`src/rtl/stopwatch_ctrl.sv`:
```
`default_nettype none
// ============================================================================
// Module      : stopwatch_ctrl
// Description : Debounces Start/Stop and Lap/Reset buttons and sequences
//               run / clear / freeze / lap count for the stopwatch datapath.
// Revision    : 1.0 - initial release
// ============================================================================
module stopwatch_ctrl #(
  parameter int DB_CYCLES = 500000,
  parameter int DB_W      = 20
) (
  input  logic       clk,
  input  logic       clear_n,
  input  logic       btn_ss,
  input  logic       btn_lr,
  output logic       run,
  output logic       clr_cnt,
  output logic       freeze,
  output logic [3:0] lap_cnt,
  output logic [1:0] state
);

  localparam logic [DB_W-1:0] c_DB_MAX  = DB_W'(DB_CYCLES - 1);
  localparam logic [3:0]      c_LAP_MAX = 4'hF;

  typedef enum logic [1:0] {
    S_IDLE  = 2'd0,
    S_RUN   = 2'd1,
    S_LAP   = 2'd2,
    S_PAUSE = 2'd3
  } state_t;

  logic [1:0] w_raw;
  logic [1:0] w_press;

  assign w_raw = {btn_lr, btn_ss};

  // Bit 0 conditions Start/Stop, bit 1 conditions Lap/Reset.
  for (genvar gi = 0; gi < 2; gi++) begin : g_btn
    logic            r_meta;
    logic            r_sync;
    logic            r_stb;
    logic            r_stb_d;
    logic [DB_W-1:0] r_dbc;

    always_ff @(posedge clk or negedge clear_n) begin
      if (!clear_n) begin
        r_meta  <= 1'b0;
        r_sync  <= 1'b0;
        r_stb   <= 1'b0;
        r_stb_d <= 1'b0;
        r_dbc   <= '0;
      end else begin
        r_meta  <= w_raw[gi];
        r_sync  <= r_meta;
        r_stb_d <= r_stb;
        // Any return to the stable level restarts the qualification window.
        if (r_sync != r_stb) begin
          if (r_dbc == c_DB_MAX) begin
            r_stb <= r_sync;
            r_dbc <= '0;
          end else begin
            r_dbc <= r_dbc + DB_W'(1);
          end
        end else begin
          r_dbc <= '0;
        end
      end
    end

    assign w_press[gi] = r_stb & ~r_stb_d;
  end

  state_t     r_state;
  state_t     w_state_nxt;
  logic       w_clr_nxt;
  logic       w_lap_inc;
  logic       r_run;
  logic       r_freeze;
  logic       r_clr;
  logic [3:0] r_lap;
  logic       w_ss;
  logic       w_lr;

  assign w_ss = w_press[0];
  assign w_lr = w_press[1];

  // Start/Stop takes priority; a simultaneous Lap/Reset is dropped.
  always_comb begin
    w_state_nxt = r_state;
    w_clr_nxt   = 1'b0;
    w_lap_inc   = 1'b0;
    case (r_state)
      S_IDLE: begin
        if (w_ss) begin
          w_state_nxt = S_RUN;
        end else if (w_lr) begin
          w_clr_nxt = 1'b1;
        end
      end
      S_RUN: begin
        if (w_ss) begin
          w_state_nxt = S_PAUSE;
        end else if (w_lr) begin
          w_state_nxt = S_LAP;
          w_lap_inc   = 1'b1;
        end
      end
      S_LAP: begin
        if (w_ss) begin
          w_state_nxt = S_PAUSE;
        end else if (w_lr) begin
          w_state_nxt = S_RUN;
        end
      end
      S_PAUSE: begin
        if (w_ss) begin
          w_state_nxt = S_RUN;
        end else if (w_lr) begin
          w_state_nxt = S_IDLE;
          w_clr_nxt   = 1'b1;
        end
      end
      default: w_state_nxt = S_IDLE;
    endcase
  end

  always_ff @(posedge clk or negedge clear_n) begin
    if (!clear_n) begin
      r_state  <= S_IDLE;
      r_run    <= 1'b0;
      r_freeze <= 1'b0;
      r_clr    <= 1'b0;
      r_lap    <= 4'd0;
    end else begin
      r_state  <= w_state_nxt;
      r_run    <= (w_state_nxt == S_RUN) || (w_state_nxt == S_LAP);
      r_freeze <= (w_state_nxt == S_LAP);
      r_clr    <= w_clr_nxt;
      if (w_clr_nxt) begin
        r_lap <= 4'd0;
      end else if (w_lap_inc && (r_lap != c_LAP_MAX)) begin
        r_lap <= r_lap + 4'd1;
      end
    end
  end

  assign run     = r_run;
  assign freeze  = r_freeze;
  assign clr_cnt = r_clr;
  assign lap_cnt = r_lap;
  assign state   = r_state;

endmodule
`default_nettype wire

```
`config.mk`:
```
export PLATFORM = sky130hd
export DESIGN_NAME = stopwatch_ctrl
export DESIGN_NICKNAME = d
export VERILOG_FILES = /design/src/rtl/stopwatch_ctrl.sv
export SDC_FILE = /design/constraint.sdc
export NUM_CORES = 1
export LEC_CHECK = 0
export CORE_MARGIN = 8
export CORE_UTILIZATION = 48
export CTS_CLUSTER_DIAMETER = 30
export DETAILED_ROUTE_END_ITERATION = 10
export PLACE_DENSITY = 0.68
export SYNTH_ARGS = -nofsm -noshare
export SYNTH_HDL_FRONTEND = slang
export SYNTH_SLANG_ARGS = --single-unit
```
`constraint.sdc`:
```
create_clock -name clk -period 2 [get_ports clk]
set_input_delay 0.3 -clock clk [delete_from_list [all_inputs] [get_ports clk]]
set_output_delay 0.3 -clock clk [all_outputs]
set_load 0.005 [all_outputs]
```
=== Word-level counts from Yosys, hierarchy flattened ===
Cells that the tools add are included.
W data, S select, Z words.

* Register bits: 57
* Output and inout port bits: 9
* Logic and storage cells: 57

* $add $sub $neg: 3
* Mux-type cells: 18
* Equality and inequality tests: 10
* Bitwise operators: 4
* Reductions and logical operators: 7

{| class="wikitable"
|+ Operator list
! operator !! number
|-
| $mux W20 || 4
|-
| $add A20 B1 Y20 const B || 2
|-
| $eq A20 B19 Y1 const B || 2
|-
| $mux W2 || 7
|-
| $mux W4 || 2
|-
| $pmux W2 S4 || 1
|-
| $eq A2 B2 Y1 const B || 3
|-
| $add A4 B1 Y4 const B || 1
|-
| $eq A2 B1 Y1 const B || 2
|-
| $mux W1 || 4
|-
| $ne A4 B4 Y1 const B || 1
|-
| $reduce_and A2 Y1 || 2
|-
| $and A1 B1 Y1 || 2
|-
| $logic_not A2 Y1 || 1
|-
| $ne A1 B1 Y1 || 2
|-
| $not A1 Y1 || 2
|-
| $reduce_bool A2 Y1 || 1
|-
| $reduce_or A2 Y1 || 1
|-
| $logic_and A1 B1 Y1 || 1
|-
| $logic_or A1 B1 Y1 || 1
|}

=== Depth between registers and ports, before layout ===
Gate-level depths: netlist of run 1.

* Depth after elaboration: 8
* Depth in mapped cells: 8
* Gate-level depth less buffers: 8

=== Worst setup path after synthesis of run 1 ===
No wires, ideal clock.

* Kind: register to register
* From: reg g_btn[0].r_dbc[0]
* To: reg g_btn[0].r_dbc[18]
* Path buffers: 0
* Data required time: 1922 ps
* Arrival: 1786 ps
* Cell stages (with the launch flop): 6
* Path slack: 135 ps
* Cell sequence: dfrtp_1 > ha_1 > nand4_2 > or4_1 > or3_1 > a21oi_1

* Word-level cells in the longest chain between the ends: 3
* Elaborated cells between the ends (all ways): 4
* Classes of those cells: add/sub: 1; eq/ne: 1; mux: 2

{| class="wikitable"
|+ RTL lines
! what !! RTL line !! source
|-
| start, declared || 44 || <nowiki>logic [DB_W-1:0] r_dbc;</nowiki>
|-
| start signal, assigned || 63 || <nowiki>r_dbc <= r_dbc + DB_W'(1);</nowiki>
|-
| $add A20 B1 Y20 / $eq A20 B19 Y1 (equally long branches) || 63, 59 ||
|-
| $mux W20 * || 59 || <nowiki>if (r_dbc == c_DB_MAX) begin</nowiki>
|-
| $mux W20 * || 58 || <nowiki>if (r_sync != r_stb) begin</nowiki>
|}

Mark *: on every way between the ends. The rest lies on a longest branch, timed or not.
A chain may end at the register's enable or synchronous reset.

=== Final worst setup path of run 1 ===
Same ends and word-level chain as after synthesis.

==> run_results.csv, run 1 <==
group,metric,value,unit
routing,drc,0,
worst_setup_path,r2r_cells,5,
sta,drv_slew,0,
routing,top_layer,"met4",
global_routing,grt_pass1_wl,9163,µm
sta,fin_skew,0.009135,ns
routing,antenna_left,0,
worst_setup_path,critical-path-slowest-cell,"or4_1",
clocking,clkTransAtPathRegs,0.07,ns
layout,antenna_cells,0,
yosys,yosysSeqAreaShare,0.5172,
routing,wl_met3,175,µm
routing,wl_met1,2374,µm
sta,min_period,1.834,ns
min_path,hp-class,"reg -> reg",
layout,nets,317,
global_routing,grt_pass1_vias,2046,
pwr,power.density,709.1,nW/µm²
layout,fill_cells,481,
min_path,hold_path_depth,0,
clocking,root_buffer,"clkbuf_8",
yosys,syn-mean-instance-area,10.10,µm²
place,gp_congestion,0.8219,
worst_setup_path,path_cells,"ha_1 -> nand4_2 -> or4_1 -> or3_1 -> a21oi_1",
sta,setup_viol,0,
worst_setup_path,cp_data_required_time,2.25,ns
sta,slew_headroom,0.6393,
sta,fin_crit_sh,0.9168,
clocking,cts.path.max_buffers,2,
yosys,ys_seq_elements,57,
yosys,yosysTopAreaCellShare,0.5172,
die,initial_utilization,0.4977,
yosys,syn-cell-area,2758,µm²
pwr,power.share.switching,0.2319,
clocking,cts_sinks,57,
pwr,clockPowerShare,0.458,
yosys,synth.distinct_cells,41,
yosys,post-synth-top-count-cell,"dfrtp_1",
routing,dr.pass1.iters,4,
global_routing,grt_max_degree,36,
worst_setup_path,critical_path_arrival,2.09,ns
die,dieWidth,91.80,µm
worst_setup_path,path_class,"reg -> reg",
global_routing,grt_usage,0.1319,
status,status,"complete, no violations",
global_routing,overflow,0,
worst_setup_path,cp-start-kind,"flip-flop",
die,core,5540,µm²
place,placed_cell_area,3043,µm²
pwr,seqPwrFrac,0.512,
run,maxCapViolCount,0,
clocking,cts-buffers-inserted,9,
routing,drt-initial-drc-count,60,
yosys,ys_warn_count,0,
worst_setup_path,slowest_delay,0.55,ns
die,die_area,8426,µm²
layout,syn2layout_area_growth,17.88,%
pwr,p_int,0.001770,W
pwr,vdd_drop_max,0.5159,mV
yosys,async_flop_share,1.000,
routing,num_vias,2043,
pwr,p_comb_frac,0.030,
yosys,yosys-top-cells-area,"dfrtp_1 52%, xnor2_1 8.6%, nor2_1 6.5%",
routing,wl_per_cell,13.34,µm
worst_setup_path,crit_path_end_kind,"flip-flop",
pwr,leakage,1.353,nW
global_routing,antenna_found_initial,0,
routing,wl_met2,2523,µm
sta,fmax,545.4,MHz
clocking,ctsHtreeMaxLevel,3,
yosys,synth_edf_count,0,
routing,wl,5095,µm
layout,design_area,3251,µm²
clocking,cts_setup_buffers,0,
routing,vias_per_cell,5.348,
pwr,switchingPower,0.0005344,W
clocking,clkLatencyLatePin,0.33,ns
yosys,syn_nets,285,
place,hpwl,3628,µm
die,die_height,91.80,µm
clocking,cts_tree,"done",
worst_setup_path,crit_fanout,5,
yosys,synth_common_cells,"57 x dfrtp_1, 48 x nor2_1, 27 x xnor2_1",
sta,tightest_slew,0.5410,ns
yosys,synth_flop_cell,"dfrtp_1",
yosys,synthCells,273,
sta,tns,0,ns
layout,final_cells,382,
die,boundaryPins,13,
place,place_inst,365,
sta,finalHoldViolations,0,
layout,drive_above_1_share,0.1290,
sta,grt_setup_unrepaired,"no",
yosys,yosysTopAreaCell,"dfrtp_1",
place,portBuffers,12,
die,rows,27,
cell type report:
class                      instances  area (µm²)  area share
clock inverter                     6       67.56     0.02079
tap                               72       90.09     0.02771
sequential                        57        1429      0.4396
multi-input combinational        198        1252      0.3853
clock buffer                      10       127.6     0.03926
inverter                          13       48.80     0.01501
timing repair buffer              26       235.2     0.07236
registers in the layout, indices dropped and copies added, names as in the netlist, 2 cells and up:
signal	count
g_btn.r_stb	2
g_btn.r_sync	2
g_btn.r_dbc	40
g_btn.r_meta	2
g_btn.r_stb_d	2
lap_cnt	4
state	2
worst paths after layout:
path / from / end / slack (ns)
worst min register to register: g_btn[1].r_meta / g_btn[1].r_sync / 0.36
worst min-delay path: g_btn[1].r_meta / g_btn[1].r_sync / 0.36
worst max register to register: g_btn[0].r_dbc[0] / g_btn[0].r_dbc[18] / 0.17
min in group asynchronous: clear_n / g_btn[0].r_dbc[14] / 0.48
worst max-delay path: g_btn[0].r_dbc[0] / g_btn[0].r_dbc[18] / 0.17
max in group asynchronous: clear_n / g_btn[0].r_dbc[11] / 0.95
routing by layer:
layer,vias to the layer above,global-route usage
li1,1018,-
met5,-,0
met1,997,0.1535
met3,4,0.05053
met4,0,0.03221
met2,24,0.2239
worst max-delay path: cells and delay by family, from the launching register on:
| family | cells | cell delay [ns] |
|---|---|---|
| AO/OA/AOI/OAI | 1 | 0.15 |
| AND/OR/NAND/NOR | 3 | 0.96 |
| flip-flops | 1 | 0.40 |
| adder cells (fa/ha/maj) | 1 | 0.25 |
cells by family after synthesis:
logic type	count (synthesis)	share of synthesized area
simple gates	129	0.2391
flops	57	0.5172
xor+xnor	33	0.1048
compound gates	24	0.05853
buf+inv	18	0.02858
fa+ha+maj	8	0.03630
mux	4	0.01543
cells in the final DEF, fill, tap and decap left out, types with 3 or more instances in the layout:
master            n
inv_1            13
clkbuf_8          9
nand3_1          14
dfrtp_1          55
nand2_1          11
or3_1             3
nor2_1           48
buf_4            12
nand4_1          12
xor2_1            6
xnor2_1          27
a21oi_1           9
nor3_1           12
ha_1              8
nor4_1           11
o21ai_0           7
clkdlybuf4s50_1  11
per-stage QoR:
stage	setup WS (ns)	total power, W	hold slack, ns	utilization
after floorplan	0.1351	0.001230	0.004409	-
after global placement	0.1770	0.001272	0.3180	0.5492
after detailed placement	0.1341	0.001274	0.3223	0.5492
after CTS	0.1182	0.002340	0.3642	0.5863
after global routing	0.02379	0.002408	0.3768	0.5867
final	0.1664	0.002305	0.3589	0.5867
power by group through the flow:
stage,logic (W),clock network (W),registers (W)
finish,0.0000696,0.00106,0.00118
global route,0.0000825,0.00114,0.00118
CTS,0.0000730,0.00109,0.00118
detailed placement,0.0000717,0,0.00120
global placement,0.0000708,0,0.00120
floorplan,0.0000333,0,0.00120
what timing repair did:
action,4_1_cts,5_1_grt
resized for setup,0,2
endpoints found under the setup margin,0,2
endpoints found under the hold margin,22,0
hold buffers,1,0
Note: power is estimated with default switching activity, not from simulation.
==> run 2: changes to the inputs <==
- DONT_BUFFER_PORTS: unset -> 1
- PLACE_DENSITY: 0.68 -> 0.65
==> run_results.csv, run 2 (synthesis gave the netlist of run 1 again) <==
group,metric,value,unit
status,status,"complete, no violations",
pwr,p_total,0.002369,W
sta,tns,0,ns
worst_setup_path,cp_top_family,"simple AND/OR/NAND/NOR gates",
worst_setup_path,slowest_delay,0.55,ns
worst_setup_path,critical_path_arrival,2.11,ns
worst_setup_path,cp-start-kind,"flip-flop",
die,dieWidth,91.80,µm
clocking,clkLatencyLatePin,0.33,ns
global_routing,grt_pass1_wl,9798,µm
worst_setup_path,critical-path-slowest-cell,"or4_1",
die,boundaryPins,13,
clocking,postCtsHoldBufs,4,
worst_setup_path,worst-path-buf-inv,0,
sta,min_period,1.851,ns
routing,drc,0,
global_routing,antenna_found_initial,0,
routing,drt-initial-drc-count,96,
routing,num_vias,1999,
routing,wl_per_cell,14.02,µm
layout,syn2layout_area_growth,15.61,%
worst_setup_path,path_class,"reg -> reg",
die,die_area,8426,µm²
clocking,cts-buffers-inserted,9,
worst_setup_path,crit_fanout,5,
pwr,power.density,743.0,nW/µm²
layout,nets,308,
layout,antenna_cells,0,
global_routing,grt_pass1_vias,2017,
sta,grt_setup_unrepaired,"no",
pwr,leakage,1.342,nW
die,rows,27,
clocking,post_cts_resized,0,
global_routing,overflow,0,
clocking,ctsHtreeMaxLevel,3,
sta,finalHoldViolations,0,
routing,wl,5229,µm
sta,fmax,540.2,MHz
die,initial_utilization,0.4977,
place,hpwl,3591,µm
die,core,5540,µm²
pwr,vdd_drop_max,0.5842,mV
sta,fin_skew,0.006510,ns
worst_setup_path,crit_path_end_kind,"flip-flop",
layout,fill_cells,486,
global_routing,grt_usage,0.1427,
sta,slew_headroom,0.7418,
global_routing,grt_max_degree,58,
run,maxCapViolCount,0,
sta,setup_viol,0,
place,portBuffers,0,
layout,largest_reg_flops,40,
worst_setup_path,path_cells,"ha_1 -> nand4_2 -> or4_1 -> or3_1 -> a21oi_1",
place,gp_congestion,0.8507,
clocking,cts_tree,"done",
clocking,cts_setup_buffers,0,
routing,dr.pass1.iters,4,
die,die_height,91.80,µm
routing,vias_per_cell,5.359,
clocking,clkTransAtPathRegs,0.06,ns
layout,final_cell_mix,"57 x dfrtp_1, 48 x nor2_1, 27 x xnor2_1, 14 x nand3_1",
clocking,cts.path.max_buffers,2,
layout,final_common_cell,"dfrtp_1",
layout,regMostFlops,"g_btn.r_dbc",
worst_setup_path,cp_data_required_time,2.26,ns
sta,fin_crit_sh,0.9256,
layout,drive_above_1_share,0.1296,
min_path,hp-class,"reg -> reg",
routing,antenna_left,0,
sta,tightest_slew,0.3838,ns
sta,drv_slew,0,
clocking,cts_sinks,57,
clocking,root_buffer,"clkbuf_8",
[run 2: cell count changes in the layout (fill, tap and decap cells not counted), moves of 2 or more]
cell,change
clkdlybuf4s50_1,-11
clkbuf_8,+3
dfrtp_1,+2
dlygate4sd3_1,+2
dfrtp_2,-2
[run 2: final timing paths]
| kind | start | endpoint | slack, ns | depth (start not counted) |
|---|---|---|---|---|
| worst max-delay path | g_btn[0].r_dbc[0] | g_btn[0].r_dbc[18] | 0.15 | 5 |
| worst max register to register | g_btn[0].r_dbc[0] | g_btn[0].r_dbc[18] | 0.15 | 5 |
| worst min register to register | g_btn[1].r_meta | g_btn[1].r_sync | 0.35 | 0 |
| worst min-delay path | g_btn[1].r_meta | g_btn[1].r_sync | 0.35 | 0 |
| min in group asynchronous | clear_n | g_btn[0].r_dbc[19] | 0.54 | 2 |
| max in group asynchronous | clear_n | g_btn[1].r_dbc[6] | 1.24 | 2 |
[run 2: cell type report]
cell class,count,area (µm²),area share
clock buffers,12,165.2,0.05181
clock inverters,4,50.05,0.01570
inverters,13,48.80,0.01531
multi-input cells,198,1252,0.3929
flip-flops and latches,57,1426,0.4474
well taps,72,90.09,0.02826
repair buffers,17,155.1,0.04867
[run 2: layer usage]
layer  vias to the layer above  track usage  share of wire
met5                         -            0              0
met2                        32       0.2119           0.47
li1                       1000            -              -
met1                       955       0.1834           0.47
met4                         0      0.06711          0.018
met3                        12      0.04808          0.041
[run 2: per-stage QoR]
| stage | cell area, µm² | hold WS, ns | std cells | worst slack [ns] | util |
|---|---|---|---|---|---|
| after global placement | 2915 | 0.006889 | 353 | 0.1930 | 0.5262 |
| after global routing | 3188 | 0.3558 | 373 | 0.01127 | 0.5754 |
| after detailed placement | 2915 | 0.006738 | 353 | 0.1711 | 0.5262 |
| final | 3188 | 0.3484 | 373 | 0.1488 | 0.5754 |
| after floorplan | 2758 | 0.004409 | 273 | 0.1351 | - |
| after CTS | 3188 | 0.3520 | 373 | 0.1530 | 0.5754 |
[run 2: report_power, final]
group	total (W)	switching, W	internal, W
Clock	0.00112	0.000443	0.000674
Combinational	0.0000712	0.0000457	0.0000255
Sequential	0.00118	0.0000136	0.00117
Total	0.00237	0.000502	0.00187
==> run 3: changes to the inputs <==
- PLACE_DENSITY: 0.65 -> 0.63
==> run_results.csv, run 3 (synthesis gave the netlist of run 1 again) <==
group,metric,value,unit
routing,wl,5139,µm
min_path,hold_start,"g_btn[0].r_meta",
die,die_area,8426,µm²
worst_setup_path,r2r-end,"g_btn[0].r_stb",
worst_setup_path,cp_data_required_time,2.21,ns
sta,setup_viol,0,
min_path,hold_path_depth,0,
clocking,cts_tree,"done",
die,dieWidth,91.80,µm
layout,regMostFlops,"g_btn.r_dbc",
worst_setup_path,critical_path_arrival,2.03,ns
worst_setup_path,r2r_slack,0.18,ns
clocking,cts-buffers-inserted,9,
clocking,clkTransAtPathRegs,0.06,ns
layout,nets,311,
sta,fin_skew,0.004697,ns
place,gp_congestion,0.7618,
worst_setup_path,crit_fanout,5,
clocking,ctsHtreeMaxLevel,3,
layout,syn2layout_area_growth,16.38,%
global_routing,antenna_found_initial,0,
worst_setup_path,path_class,"reg -> reg",
layout,drive_above_1_share,0.1353,
routing,antenna_left,0,
min_path,worstHoldEndpoint,"g_btn[0].r_sync",
layout,final_cells,375,
worst_setup_path,reg2reg_from,"g_btn[0].r_dbc[8]",
sta,grt_setup_unrepaired,"no",
global_routing,overflow,0,
place,place_inst,356,
die,core,5540,µm²
place,hpwl,3575,µm
routing,num_vias,1986,
pwr,leakage,1.364,nW
layout,antenna_cells,0,
global_routing,grt_usage,0.1347,
clocking,cts.path.max_buffers,2,
place,portBuffers,0,
global_routing,grt.busiest_layer,"met2",
sta,min_period,1.822,ns
clocking,clkLatencyLatePin,0.32,ns
worst_setup_path,cp-start-kind,"flip-flop",
global_routing,met2_usage,0.2119,
global_routing,grt_pass1_wl,9280,µm
run,maxCapViolCount,0,
worst_setup_path,r2r_cells,4,
sta,tightest_slew,0.3653,ns
layout,fill_cells,485,
global_routing,grt_pass1_vias,1980,
routing,wl_per_cell,13.70,µm
die,rows,27,
pwr,vdd_drop_max,0.4854,mV
routing,vias_per_cell,5.296,
layout,design_area,3209,µm²
global_routing,use_met3,0.04971,
global_routing,grt_max_degree,58,
routing,dr.pass1.iters,4,
die,die_height,91.80,µm
clocking,cts_sinks,57,
min_path,hp-class,"reg -> reg",
sta,finalHoldViolations,0,
sta,slew_headroom,0.7542,
status,status,"complete, no violations",
layout,final_common_cell,"dfrtp_1",
pwr,power.density,739.4,nW/µm²
sta,hold_slack,0.3481,ns
sta,fin_crit_sh,0.9108,
routing,drc,0,
routing,drt-initial-drc-count,92,
sta,drv_slew,0,
layout,largest_reg_flops,40,
die,initial_utilization,0.4977,
layout,final_cell_mix,"57 x dfrtp_1, 48 x nor2_1, 27 x xnor2_1, 16 x buf_4, 14 x nand3_1",
place,placed_cell_area,2938,µm²
worst_setup_path,crit_path_end_kind,"flip-flop",
die,boundaryPins,13,
clocking,post_cts_resized,0,
global_routing,met1_usage,0.1675,
sta,fmax,548.9,MHz
sta,tns,0,ns
clocking,root_buffer,"clkbuf_8",
## run 3: cell count changes in the layout (fill, tap and decap cells not counted), sizes merged
cell,delta
clkbuf,+1
buf,+3
clkinvlp,-2
## run 3: timing repair
action	4_1_cts	5_1_grt
hold buffers	4	0
setup endpoints to repair	0	0
setup buffers	0	0
hold endpoints to repair	59	0
## run 3: worst max-delay path, cell delays in order, from the launching register on
cell and delay [ns]:
dfrtp_1 0.42, inv_1 0.08, or4b_4 0.51, nor4_1 0.33, mux2_2 0.37
## run 3: how the worst max path moves through the flow
stage / from / endpoint / slack (ns) / cells after the start
after floorplan: g_btn[0].r_dbc[0] / g_btn[0].r_dbc[18] / 0.14 / 5
after global routing: state[0] / run / 0.02 / 8
after detailed placement: state[0] / run / 0.17 / 8
final: g_btn[0].r_dbc[8] / g_btn[0].r_stb / 0.18 / 4
after global placement: g_btn[0].r_dbc[8] / g_btn[0].r_stb / 0.19 / 4
after CTS: state[0] / run / 0.17 / 8
## run 3: layout make-up
cell class / count / area [µm²] / share of cell area
flip-flops and latches: 57 / 1426 / 0.4444
multi-input cells: 198 / 1252 / 0.3903
clock buffers: 13 / 178.9 / 0.05575
repair buffers: 20 / 177.7 / 0.05536
well taps: 72 / 90.09 / 0.02807
inverters: 13 / 48.80 / 0.01520
clock inverters: 2 / 35.03 / 0.01092
## run 3: power breakdown
group | internal [W] | total (W) | switching [W]
combinational | 0.0000268 | 0.0000724 | 0.0000456
clock | 0.000702 | 0.00112 | 0.000418
sequential | 0.00117 | 0.00118 | 0.0000133
## run 3: metal layers
| layer | wire length, µm | part of all wire |
|---|---|---|
| met5 | 0 | 0 |
| met3 | 216 | 0.042 |
| met2 | 2475 | 0.48 |
| met1 | 2395 | 0.47 |
| met4 | 52 | 0.010 |
## run 3: metrics by stage
stage | total power (W) | setup WS [ns] | utilization
floorplan | 0.001230 | 0.1351 | -
global placement | 0.001242 | 0.1868 | 0.5303
detailed placement | 0.001243 | 0.1745 | 0.5303
CTS | 0.002421 | 0.1684 | 0.5793
global route | 0.002469 | 0.01914 | 0.5793
finish | 0.002373 | 0.1783 | 0.5793
